`config.mk`:
```
export PLATFORM = sky130hd
export DESIGN_NAME = vga_dmem_reader
export DESIGN_NICKNAME = d
export VERILOG_FILES = /design/src/rtl/vga_dmem_reader.sv
export SDC_FILE = /design/constraint.sdc
export NUM_CORES = 1
export LEC_CHECK = 0
export BUFFER_PORTS_ARGS = -buffer_cell sky130_fd_sc_hd__clkbuf_2
export CAP_MARGIN = 20
export CORE_MARGIN = 5
export CORE_UTILIZATION = 59
export DETAILED_ROUTE_END_ITERATION = 10
export PLACE_DENSITY = 0.9
export SYNTH_ARGS = -nofsm -noshare
export SYNTH_HDL_FRONTEND = slang
export SYNTH_SLANG_ARGS = --single-unit
```
`constraint.sdc`:
```
create_clock -name clock -period 4.29 [get_ports clock]
set_input_delay 0.429 -clock clock [delete_from_list [all_inputs] [get_ports clock]]
set_output_delay 0.429 -clock clock [all_outputs]
set_load 0.05 [all_outputs]
```
`src/rtl/vga_dmem_reader.sv`:
```
// vga_dmem_reader
//   VGA-side client of the processor's second data-memory port. Once per frame
//   it burst-reads the snake state words into a 320-bit snapshot for the
//   renderer. It also writes the player's direction word back to dmem so the
//   game program can poll it.
//
// Ports
//   clock                 in   1   system clock (dmem runs on ~clock)
//   reset                 in   1   synchronous, active-high
//   frame_start           in   1   one-cycle pulse at vertical blank
//   dir_wr_req            in   1   request to write dir_wr_data
//   dir_wr_data           in  32   direction word
//   address_dmem_fromVGA  out 12   dmem address
//   data_fromVGA          out 32   dmem write data
//   wren_fromVGA          out  1   dmem write enable
//   q_dmem_toVGA          in  32   dmem read data
//   snake_data            out 320  snapshot, word i at [32i+31:32i]
//   snapshot_done         out  1   one-cycle pulse when snake_data updates
//   busy                  out  1   high whenever the FSM is not idle
module vga_dmem_reader #(
  parameter logic [11:0] BASE_ADDR = 12'd100,
  parameter int          NUM_WORDS = 10,
  parameter logic [11:0] DIR_ADDR  = 12'd99
) (
  input  logic         clock,
  input  logic         reset,
  input  logic         frame_start,
  input  logic         dir_wr_req,
  input  logic [31:0]  dir_wr_data,
  output logic [11:0]  address_dmem_fromVGA,
  output logic [31:0]  data_fromVGA,
  output logic         wren_fromVGA,
  input  logic [31:0]  q_dmem_toVGA,
  output logic [319:0] snake_data,
  output logic         snapshot_done,
  output logic         busy
);

  localparam logic [1:0] S_IDLE   = 2'd0;
  localparam logic [1:0] S_WRITE  = 2'd1;
  localparam logic [1:0] S_SCAN   = 2'd2;
  localparam logic [1:0] S_COMMIT = 2'd3;

  localparam int         MAX_WORDS = 10;
  localparam logic [3:0] LAST_IDX  = 4'(NUM_WORDS - 1);

  logic [1:0]   state_q,      state_d;
  logic [3:0]   idx_q,        idx_d;
  logic         frame_pend_q, frame_pend_d;
  logic         wr_pend_q,    wr_pend_d;
  logic [31:0]  wr_buf_q,     wr_buf_d;
  logic [31:0]  shadow_q [MAX_WORDS];
  logic [31:0]  shadow_d [MAX_WORDS];
  logic [11:0]  addr_q,       addr_d;
  logic [31:0]  data_q,       data_d;
  logic         wren_q,       wren_d;
  logic [319:0] snake_q,      snake_d;
  logic         done_q,       done_d;
  logic         busy_q,       busy_d;
  logic         scan_entry;

  // Next-state and next-output logic. Outputs are computed for the state
  // being entered so that the registered bus reflects the current state.
  always_comb begin
    state_d    = state_q;
    idx_d      = idx_q;
    shadow_d   = shadow_q;
    snake_d    = snake_q;
    addr_d     = 12'd0;
    data_d     = 32'd0;
    wren_d     = 1'b0;
    done_d     = 1'b0;
    scan_entry = 1'b0;

    // Newest request always wins the buffer.
    if (dir_wr_req) begin
      wr_buf_d = dir_wr_data;
    end else begin
      wr_buf_d = wr_buf_q;
    end

    case (state_q)
      S_IDLE: begin
        // Requests arriving at this very edge count as pending so that
        // the write or scan starts in the next cycle.
        if (wr_pend_q || dir_wr_req) begin
          state_d = S_WRITE;
          addr_d  = DIR_ADDR;
          data_d  = wr_buf_d;
          wren_d  = 1'b1;
        end else if (frame_pend_q || frame_start) begin
          state_d    = S_SCAN;
          idx_d      = 4'd0;
          addr_d     = BASE_ADDR;
          scan_entry = 1'b1;
        end else begin
          state_d = S_IDLE;
        end
      end
      S_WRITE: begin
        state_d = S_IDLE;
      end
      S_SCAN: begin
        // dmem read completed on the falling edge of this cycle.
        shadow_d[idx_q] = q_dmem_toVGA;
        if (idx_q == LAST_IDX) begin
          state_d = S_COMMIT;
          idx_d   = 4'd0;
        end else begin
          idx_d  = idx_q + 4'd1;
          addr_d = BASE_ADDR + {8'd0, idx_d};
        end
      end
      S_COMMIT: begin
        // Whole-frame copy; unused upper words always read zero.
        for (int i = 0; i < MAX_WORDS; i++) begin
          if (i < NUM_WORDS) begin
            snake_d[32*i +: 32] = shadow_q[i];
          end else begin
            snake_d[32*i +: 32] = 32'd0;
          end
        end
        done_d  = 1'b1;
        state_d = S_IDLE;
      end
      default: begin
        state_d = S_IDLE;
      end
    endcase

    // A frame_start coinciding with scan entry is absorbed by that scan.
    frame_pend_d = (frame_pend_q | frame_start) & ~scan_entry;
    // A request at the edge that ends WRITE keeps the flag for another write.
    wr_pend_d    = dir_wr_req | (wr_pend_q & (state_q != S_WRITE));
    busy_d       = (state_d != S_IDLE);
  end

  // State, pending flags, shadow buffer and registered outputs.
  always_ff @(posedge clock) begin
    if (reset) begin
      state_q      <= S_IDLE;
      idx_q        <= 4'd0;
      frame_pend_q <= 1'b0;
      wr_pend_q    <= 1'b0;
      wr_buf_q     <= 32'd0;
      for (int i = 0; i < MAX_WORDS; i++) begin
        shadow_q[i] <= 32'd0;
      end
      addr_q       <= 12'd0;
      data_q       <= 32'd0;
      wren_q       <= 1'b0;
      snake_q      <= 320'd0;
      done_q       <= 1'b0;
      busy_q       <= 1'b0;
    end else begin
      state_q      <= state_d;
      idx_q        <= idx_d;
      frame_pend_q <= frame_pend_d;
      wr_pend_q    <= wr_pend_d;
      wr_buf_q     <= wr_buf_d;
      for (int i = 0; i < MAX_WORDS; i++) begin
        shadow_q[i] <= shadow_d[i];
      end
      addr_q       <= addr_d;
      data_q       <= data_d;
      wren_q       <= wren_d;
      snake_q      <= snake_d;
      done_q       <= done_d;
      busy_q       <= busy_d;
    end
  end

  assign address_dmem_fromVGA = addr_q;
  assign data_fromVGA         = data_q;
  assign wren_fromVGA         = wren_q;
  assign snake_data           = snake_q;
  assign snapshot_done        = done_q;
  assign busy                 = busy_q;

endmodule
```
# [Word-level counts from Yosys, hierarchy flattened]
# Cells that the tools add are included.
[totals] input_bits=68 reg_bits=727 output_inout_bits=367
[op_classes] reduce_logical=10 order_cmp=2 bitwise_logic=8 n_eq_ne=7 mux=21 addsub=2
[ops] op="320-bit bitwise mux" count=1
[ops] op="32-bit demux with 4-bit select" count=1
[ops] op="32-bit 2-to-1 mux" count=2
[ops] op="8-bit one-hot mux with 2 select lines" count=1
[ops] op="7-bit 2-to-1 mux" count=2
[ops] op="4-bit 2-to-1 mux" count=3
[ops] op="7-bit by 4-bit adder with 8-bit output (first input constant)" count=1
[ops] op="8-bit 2-to-1 mux" count=1
[ops] op="4-bit one-hot mux with 2 select lines" count=1
[ops] op="2-bit 2-to-1 mux" count=3
[ops] op="2-bit one-hot mux with 3 select lines" count=1
[ops] op="5-bit >= comparator (second input constant)" count=1
[ops] op="5-bit by 1-bit < comparator with 1-bit output (second input constant)" count=1
[ops] op="1-bit 2-to-1 mux" count=5
[ops] op="4-bit inverter with 5-bit output" count=1
[ops] op="4-bit by 1-bit adder with 4-bit output (second input constant)" count=1
[ops] op="2-bit equality test (second input constant)" count=2
[ops] op="4-bit equality test (second input constant)" count=1
[ops] op="2-bit != test (second input constant)" count=2
[ops] op="2-bit nonzero test" count=2
[ops] op="2-bit OR reduction" count=2
[ops] op="1-bit inverter" count=3
[ops] op="3-bit AND reduction" count=1
[ops] op="3-bit OR reduction" count=1
[ops] op="7 further kinds" count=10

# [Logic depth before layout (Yosys ltp)]
# Gate-level depths: netlist (run 1).
[depth] word_depth=6 ltp_mapped=7 mapped_depth_nobuf=4

# [Worst setup path before layout (run 1)]
# No wires, ideal clock.
[synth_timing] path_kind="register -> register" startpoint="register idx_q[1]" endpoint="register shadow_q[100] (netlist bit)" stages_incl_launch_ff=8 setup_slack_ns=2.788 synth_period_minus_slack_ns=1.502 t_arrival_ns=1.370 setup_time_ns=0.132 required_time_ns=4.158 cell_sequence="dfxtp_1 > buf_4 > nand4b_4 > or3_1 > clkbuf_1 > buf_2 > nand2_1 > a21oi_1"
[synth_via] elab_chain_len=6 word_cells_on_any_way=7 classes_between="2 x order compare; 3 x mux; 1 x bitwise; 1 x reduce/logical"
[synth_lines] element="from (decl)" line="48" text="logic [3:0] idx_q, idx_d;"
[synth_lines] element="from (signal assigned)" line="157" text="idx_q <= idx_d;"
[synth_lines] element="4-bit inverter with 5-bit output (not written as such) (*)" line="105" text="shadow_d[idx_q] = q_dmem_toVGA;"
[synth_lines] element="5-bit >= comparator (not written as such) / 5-bit by 1-bit < comparator with 1-bit output (equally long branches)" line="105"
[synth_lines] element="1-bit logical AND (not written as such)" line="105"
[synth_lines] element="32-bit 2-to-1 mux (not written as such)" line="105"
[synth_lines] element="32-bit demux with 4-bit select (*)" line="105"
[synth_lines] element="320-bit bitwise mux (*)" line="105"
[synth_lines] element="to (signal, indexed assignment)" line="162" text="shadow_q[i] <= shadow_d[i];"
[synth_lines] element="to (decl)" line="52" text="logic [31:0] shadow_q [MAX_WORDS];"
# Mark *: on every way between the ends. The rest lies on a longest branch, timed or not.
# A chain may end at the register's enable or synchronous reset.

# [Worst setup path after layout (run 1)]
[layout_timing] startpoint="register state_q[0]" endpoint="register snake_q[84], in the netlist snake_data[84]"
[layout_via] elab_chain_len=1
[layout_lines] element="from (decl)" line="47" text="logic [1:0] state_q, state_d;"
[layout_lines] element="from (signal assigned)" line="156" text="state_q <= state_d;"
[layout_lines] element="2-bit equality test" line="82" text="case (state_q)"
[layout_lines] element="to (signal assigned)" line="167" text="snake_q <= snake_d;"
[layout_lines] element="to (decl)" line="57" text="logic [319:0] snake_q, snake_d;"
# No other way between the ends.

==> results of run 1 <==
==> stage by stage <==
stage / std cells / total power, W / utilization [%] / cell area, µm²
floorplan: 3098 / 0.00732 / - / 24900
finish: 3952 / 0.0136 / 69.8 / 29200
detailed placement: 3824 / 0.00752 / 63.9 / 26700
CTS: 3946 / 0.0136 / 69.4 / 29100
global route: 3952 / 0.0139 / 69.8 / 29200
global placement: 3824 / 0.00752 / 63.9 / 26700
==> layer usage <==
metal  vias to the layer above  GRT usage (%)  routed length [µm]
met1                     10500           40.9               28800
met5                         -              0                   0
met4                         0           17.3                4870
met2                      1238           48.5               34700
met3                       267           6.63                8550
li1                      10400              -                   -
==> registers in the layout (all words and copies together), names as in the netlist <==
| name | count |
|---|---|
| address_dmem_fromVGA | 6 |
| busy | 1 |
| data_fromVGA | 32 |
| frame_pend_q | 1 |
| idx_q | 4 |
| shadow_q | 320 |
| snake_data | 320 |
| snapshot_done | 1 |
| state_q | 2 |
| wr_buf_q | 32 |
| wr_pend_q | 1 |
| wren_fromVGA | 1 |
==> cells by family (layout without fill, tap and decap cells) <==
| family | after synthesis | count (layout) |
|---|---|---|
| buf+inv | 274 | 589 |
| xor+xnor | 2 | 2 |
| mux | 32 | 32 |
| flops | 721 | 721 |
| compound gates | 662 | 662 |
| simple gates | 1402 | 1402 |
| other cells | 1 | 5 |
==> final cells by class <==
type	instances	area (µm²)	area share, %
clock buffers	101	2080	7.13
flip-flops and latches	721	14400	49.4
repair buffers	466	2620	8.96
clock inverters	21	233	0.797
inverters	1	3.75	0.0129
multi-input cells	2103	9160	31.4
well taps	539	674	2.31
==> critical path, stage by stage, from the launching register on <==
cell and delay (ns):
dfxtp_1 0.72, and2_4 0.97, buf_4 0.45, nand2_1 0.12
a21oi_1 0.16
==> power by group through the flow <==
stage | Sequential [W] | Clock, W | Combinational, W
2_1_floorplan | 0.00700 | 0 | 0.000321
3_3_place_gp | 0.00693 | 0 | 0.000586
3_5_place_dp | 0.00693 | 0 | 0.000588
4_1_cts | 0.00679 | 0.00620 | 0.000590
5_1_grt | 0.00679 | 0.00649 | 0.000634
6_report | 0.00679 | 0.00616 | 0.000609
==> layout by cell type, fill, tap and decap left out, drive strengths merged, types with 3 or more instances in the layout <==
master / netlist / final
o21ai: 4 / 4
nor2: 46 / 46
nand3: 4 / 4
mux2i: 32 / 32
nor2b: 3 / 3
dfxtp: 721 / 721
and2: 5 / 5
and3: 4 / 4
a21oi: 646 / 646
nor3: 37 / 37
bufinv: 0 / 4
clkbuf: 130 / 530
inv: 1 / 4
clkinv: 0 / 12
nand2b: 4 / 4
or2: 3 / 3
buf: 143 / 37
nand2: 1288 / 1288
conb: 1 / 5
==> worst min path at each step <==
stage | start | slack [ns] | depth (start not counted) | end
floorplan | shadow_q[31] | 0.43 | 2 | snake_data[319]
global placement | shadow_q[300] | 0.44 | 2 | snake_data[12]
detailed placement | shadow_q[65] | 0.44 | 2 | snake_data[225]
CTS | dir_wr_data[17] | 0.08 | 3 | wr_buf_q[17]
global route | dir_wr_data[18] | 0.12 | 3 | wr_buf_q[18]
finish | dir_wr_data[17] | 0.10 | 3 | wr_buf_q[17]
==> synth_stat cells <==
cell	count	area (µm²)
a2111oi_0	1	8.76
a211oi_1	1	7.51
a21boi_1	1	7.51
a21oi_1	646	3230
a22oi_1	2	15.0
a31oi_1	2	12.5
a32oi_1	1	8.76
and2_0	1	6.26
and2_1	4	25.0
and2b_1	1	7.51
and3_1	4	25.0
and4bb_2	1	12.5
buf_1	9	33.8
buf_2	103	515
buf_4	12	90.1
buf_6	19	214
clkbuf_1	130	488
conb_1	1	3.75
dfxtp_1	721	14400
inv_1	1	3.75
mux2i_1	32	320
nand2_1	1288	4830
nand2b_1	4	25.0
nand3_1	4	20.0
nand4b_4	1	23.8
nor2_1	46	173
nor2b_1	3	18.8
nor3_1	36	180
nor3_2	1	10.0
nor3b_1	1	7.51
nor4_1	1	6.26
nor4b_4	1	23.8
nor4bb_1	1	10.0
o21a_1	2	15.0
o21ai_0	3	15.0
o21ai_1	1	5.00
o22ai_1	1	6.26
o32ai_1	1	8.76
or2_2	3	18.8
or3_1	1	6.26
xor2_1	2	17.5
==> results.md, run 1 <==
- Status: complete, no violations
- Starting density of the core: 59.5%
- Largest net degree at the start of global routing: 178
- VDD IR-drop max: 0.324 mV
- Die Area: 46400 µm²
- R2R Path Start: state_q[0]
- Initial antenna violation count: 0
- Fin nets: 3430
- Final Hold Fails: 0
- DRC: 0
- Reg2reg setup slack: 1.78 ns
- Post-Route WL: 76.9 mm
- P&R area growth vs syn: 17.3%
- Syn Area/Cell: 8.05 µm²
- Hold Crit Class: in -> reg
- CTS Buf Count: 69
- Post-synthesis adder-cell area fraction: 0%
- CTS tree: built
- Pwr Density: 464 nW/µm²
- Chip Height: around 220 µm
- Multiplexer area fraction after synthesis: around 1.3%
- Root Driver: clkbuf_16
- Ports: 435
- Sw frac: 22.7%
- Gr usage total: 31.2%
- Worst setup path startpoint: state_q[0]
- #FFs+latches synth: 721
- Final WS setup: 1.78 ns
- Share of cells above drive strength 1: 17.2%
- Crit-path max FO: 86
- DRT iter0 DRCs: between 2000 and 3000
- Synth Cell Area: 24900 µm²
- Routability cong.: 0.817
- Setup violators final: 0
- Leak: between 10 and 15 nW
- Die W: 215 µm
- Reg2Reg Depth: 4
- Post-Synth XOR/XNOR Area: 0.0704%
- ANT cells: 0
- Min Tclk post-route: 2.51 ns
- Critical Path RT: 4.80 ns
- First-pass GRT wire length: approximately 110 mm
- Clock power frac: 45.5%
- Final Skew: 0.0189 ns
- Post-DP HPWL: 45.9 mm
- DP Worst Slack: 1.77 ns
- Internal power: 0.0105 W
- Hold slack: 0.104 ns
- Clock transition at path regs: 0.06 ns
- Setup Total Neg Slack: 0 ns
- Worst-Margin Slew: 1.06 ns
- Post-synthesis compound-gate area fraction: 13.4%
- Startpoint Class: register
- RSZ-0062 raised after global routing: false
- Rel. slew slack: between 20% and 30%
- Per-cell routed wire length: 19.4 µm
- Core area: 41900 µm²
- # hold bufs at CTS: 0
- Logic pwr share: 4.5%
- Crit path capture type: register
- DRT antenna net count: 0
- Main combinational cell family by area after synthesis: simple AND/OR/NAND/NOR gates
- Clock Sinks: approximately 700
- Worst setup path end: snake_data[84]
- Fillers: 3162
- PortBufs: ~430
- Final period util: 58.5%
- Post-Synthesis Cells: 3094
- Synth cell types: 41
- Slew Viols, Final: 0
- Crit path kind: reg -> reg
- Row Count: 75
- Vias in the first global route: 20400
- Via/cell ratio: 5.68
- Reg2reg end: snake_data[84]
- Clk buf depth: 3
- Critical Path AT: slightly above 3 ns
- Max-cap violations: 0
- Psw: around 0.0031 W
- Via count: 22500
- Post-synthesis sequential area ratio: 58.0%
- H-tree levels: 3
- Maximum clock frequency: 398 MHz
- Overflow after GRT: 0
- Resized cells post-CTS: 0
- Post-CTS setup buffers: 0
- Synth warn: 0
- Post-Synth Simple-Gate Area: a little over a fifth
- Flop pwr share: between 50% and 60%
- DR pass1 iterations: 6
- Worst-skew pair later-pin latency: about 0.59 ns
(Power assumes the default switching activity.)
==> inputs of run 2 (changes only) <==
ABC_AREA = 1   (was unset)
CORE_UTILIZATION = 56   (was 59)
PLACE_DENSITY = 0.87   (was 0.9)
clock period = 2.47 ns   (was 4.29 ns; I/O delays follow)
==> run 2 against run 1 <==
Power is 85% higher; worst setup slack worse by 1.2 ns; final cell count is 5.3% higher; combinational power grew to 4.0 times the previous value; maximum frequency is 36% higher; critical path depth is 1 higher; critical path type unchanged; largest cell class unchanged; highest routed layer unchanged.
==> results.md, run 2 <==
- DRT iter0 DRCs: 3149 (was 2837)
- Final Cell Area: 30100 µm² (was 29200 µm²)
- DRT met1 WL: 30.7 mm (was 28.8 mm)
- Top cell type's share of synthesized area: 57.0% (was 58.0%)
- Reg2reg setup slack: 0.63 ns (was 1.78 ns)
- R2R Path Start: state_q[1] (was state_q[0])
- Rel. slew slack: 42.5% (was 29.0%)
- Resized cells post-CTS: 0 (unchanged)
- Crit path capture type: register (unchanged)
- DRC: 0 (unchanged)
- DRT antenna net count: 0 (unchanged)
- Wire length on met3: 9.59 mm (was 8.55 mm)
- Area contributors post-synth: dfxtp_1, nor2_1, o21ai_0 (was dfxtp_1, nand2_1, a21oi_1)
- Post-synth top flop: dfxtp_1 (unchanged)
- Min Tclk post-route: 1.84 ns (was 2.51 ns)
- Critical Path RT: 2.99 ns (was 4.80 ns)
- Initial antenna violation count: 0 (unchanged)
- Gr usage total: 30.8% (was 31.2%)
- Final Skew: 0.0186 ns (was 0.0189 ns)
- Synth cell types: 22 (was 41)
- #FFs+latches synth: 721 (unchanged)
- HP Start: frame_start (was dir_wr_data[17])
- Clock Sinks: 721 (unchanged)
- Via count: 23200 (was 22500)
- Routability cong.: 0.817 (about the same)
- Core area: 45100 µm² (was 41900 µm²)
- P&R area growth vs syn: 19.1% (was 17.3%)
- Most frequent cell after synthesis: nor2_1 (was nand2_1)
- Clock transition at path regs: 0.06 ns (about the same)
- Fin nets: 3581 (was 3430)
- Setup Total Neg Slack: 0 ns (unchanged)
- Syn Area/Cell: 7.89 µm² (was 8.05 µm²)
- Max-cap violations: 0 (unchanged)
- Status: complete, no violations (unchanged)
- Synth Cell Area: 25300 µm² (was 24900 µm²)
- Die Area: 49600 µm² (was 46400 µm²)
- Async set-reset flop share out of synthesis: 0% (unchanged)
- Largest net degree at the start of global routing: 181 (was 178)
- Number of synthesized flops with an enable pin: 0 (unchanged)
- Top Layer Used: met4 (unchanged)
- Post-place instance area: 27600 µm² (was 26700 µm²)
- Crit path kind: reg -> reg (unchanged)
- Share of cells above drive strength 1: 16.9% (was 17.2%)
- Ports: 435 (unchanged)
- Post-DP HPWL: 46.9 mm (was 45.9 mm)
- Final period util: 74.6% (was 58.5%)
- Clk buf depth: 3 (unchanged)
- Vias in the first global route: 21200 (was 20400)
- Post-synth top cells: nor2_1, dfxtp_1, nand2_1 (was nand2_1, dfxtp_1, a21oi_1)
- CTS tree: built (unchanged)
- H-tree levels: 3 (unchanged)
- Post-Synthesis Cells: 3210 (was 3094)
- Final Hold Fails: 0 (unchanged)
- Via/cell ratio: 5.57 (was 5.68)
- Post-synthesis sequential area ratio: 57.0% (was 58.0%)
- CTS Buf Count: 72 (was 69)
- First-pass GRT wire length: 122 mm (was 115 mm)
- Post-Route WL: 80.2 mm (was 76.9 mm)
- Routed length on met2: 35.4 mm (was 34.7 mm)
- # hold bufs at CTS: 32 (was 0)
- Startpoint Class: register (unchanged)
- Worst setup path startpoint: state_q[1] (was state_q[0])
- Chip Height: 223 µm (was 215 µm)
- Slew Viols, Final: 0 (unchanged)
- Maximum clock frequency: 542 MHz (was 398 MHz)
- PortBufs: 429 (unchanged)
- Crit-path max FO: 54 (was 86)
- ANT cells: 0 (unchanged)
- Row Count: 78 (was 75)
- Synth warn: 0 (unchanged)
- Per-cell routed wire length: 19.3 µm (was 19.4 µm)
- Commonest non-fill, non-tap cell in the layout: nor2_1 (was nand2_1)
- VDD IR-drop max: 0.635 mV (was 0.324 mV)
- Setup violators final: 0 (unchanged)
- Synth area leader: dfxtp_1 (unchanged)
- Hold Crit Class: in -> reg (unchanged)
- Leak: 12.3 nW (was 10.9 nW)
- RSZ-0062 raised after global routing: false (unchanged)
- Critical Path AT: 2.37 ns (was 3.02 ns)
- Worst-Margin Slew: 0.863 ns (was 1.06 ns)
- Worst-skew pair later-pin latency: 0.61 ns (was 0.59 ns)
- Overflow after GRT: 0 (unchanged)
- Root Driver: clkbuf_16 (unchanged)
- Pwr Density: 834 nW/µm² (was 464 nW/µm²)
- Post-CTS setup buffers: 0 (unchanged)
- Starting density of the core: 56.1% (was 59.5%)
- Commonest cells after routing, fill and taps aside: nor2_1, dfxtp_1, clkbuf_2 (was nand2_1, dfxtp_1, a21oi_1)
- Die W: 223 µm (was 215 µm)
- DR pass1 iterations: 6 (unchanged)
-- run 2: changes by cell type after synthesis, moves of 6 or more --
cell,before,now
buf_6,19,1
buf_2,103,93
clkbuf_1,130,162
nand3_1,4,269
nand2_1,1288,416
a21oi_1,646,295
nor3_1,36,2
buf_4,12,18
o21ai_0,3,319
nor2_1,46,780
inv_2,0,6
inv_1,1,74
-- run 2: per-stage QoR --
stage / power, W / utilization, % / setup WS, ns / hold WS (ns) / cells
after floorplan: 0.0140 / - / 1.12 / 0.414 / 3214
after global placement: 0.0147 / 61.1 / 0.709 / 0.440 / 4007
after detailed placement: 0.0147 / 61.1 / 0.668 / 0.441 / 4007
after CTS: 0.0252 / 66.9 / 0.623 / 0.00726 / 4162
after global routing: 0.0259 / 66.9 / 0.463 / 0.0596 / 4162
final: 0.0251 / 66.9 / 0.627 / 0.0424 / 4162
-- run 2: worst paths after layout --
check	to	cells past startpoint
hold / removal	frame_pend_q	5
setup / recovery	shadow_q[235]	5
hold reg to reg	snake_data[24]	2
setup reg to reg	shadow_q[235]	5
-- run 2: kinds of logic after synthesis --
family	count (synthesis)	share of synthesized area (%)
AO/OA/AOI/OAI	617	12.2
AND/OR/NAND/NOR	1478	23.4
buffers and inverters	361	6.11
flip-flops	721	57.0
other	1	0.0148
multiplexers	32	1.27
-- run 2: worst max-delay path, cell delays in order, from the launching register on --
cell     delay (ns)
dfxtp_1        0.42
nand2_2        0.23
inv_6          0.41
buf_4          0.37
nand3_1        0.13
a21oi_1        0.19
-- run 2: area by class of cell --
cell class	instances	area, µm²
clock buffer	110	2180
multi-input combinational	2132	9370
timing repair buffer	506	3000
inverter	80	320
tap	600	751
sequential	721	14400
clock inverter	13	98.8
fill	3628	14900
-- run 2: power by group --
group | internal (W) | leakage [nW] | switching [W]
clock | 0.00615 | 1.13 | 0.00443
sequential | 0.0119 | 5.83 | 0.000165
combinational | 0.000534 | 5.33 | 0.00192
-- run 2: per-layer routing --
layer	vias to the layer above	track usage, %
met2	1242	46.8
met1	10700	40.3
met3	274	9.43
li1	10900	-
met4	0	14.5
met5	-	0
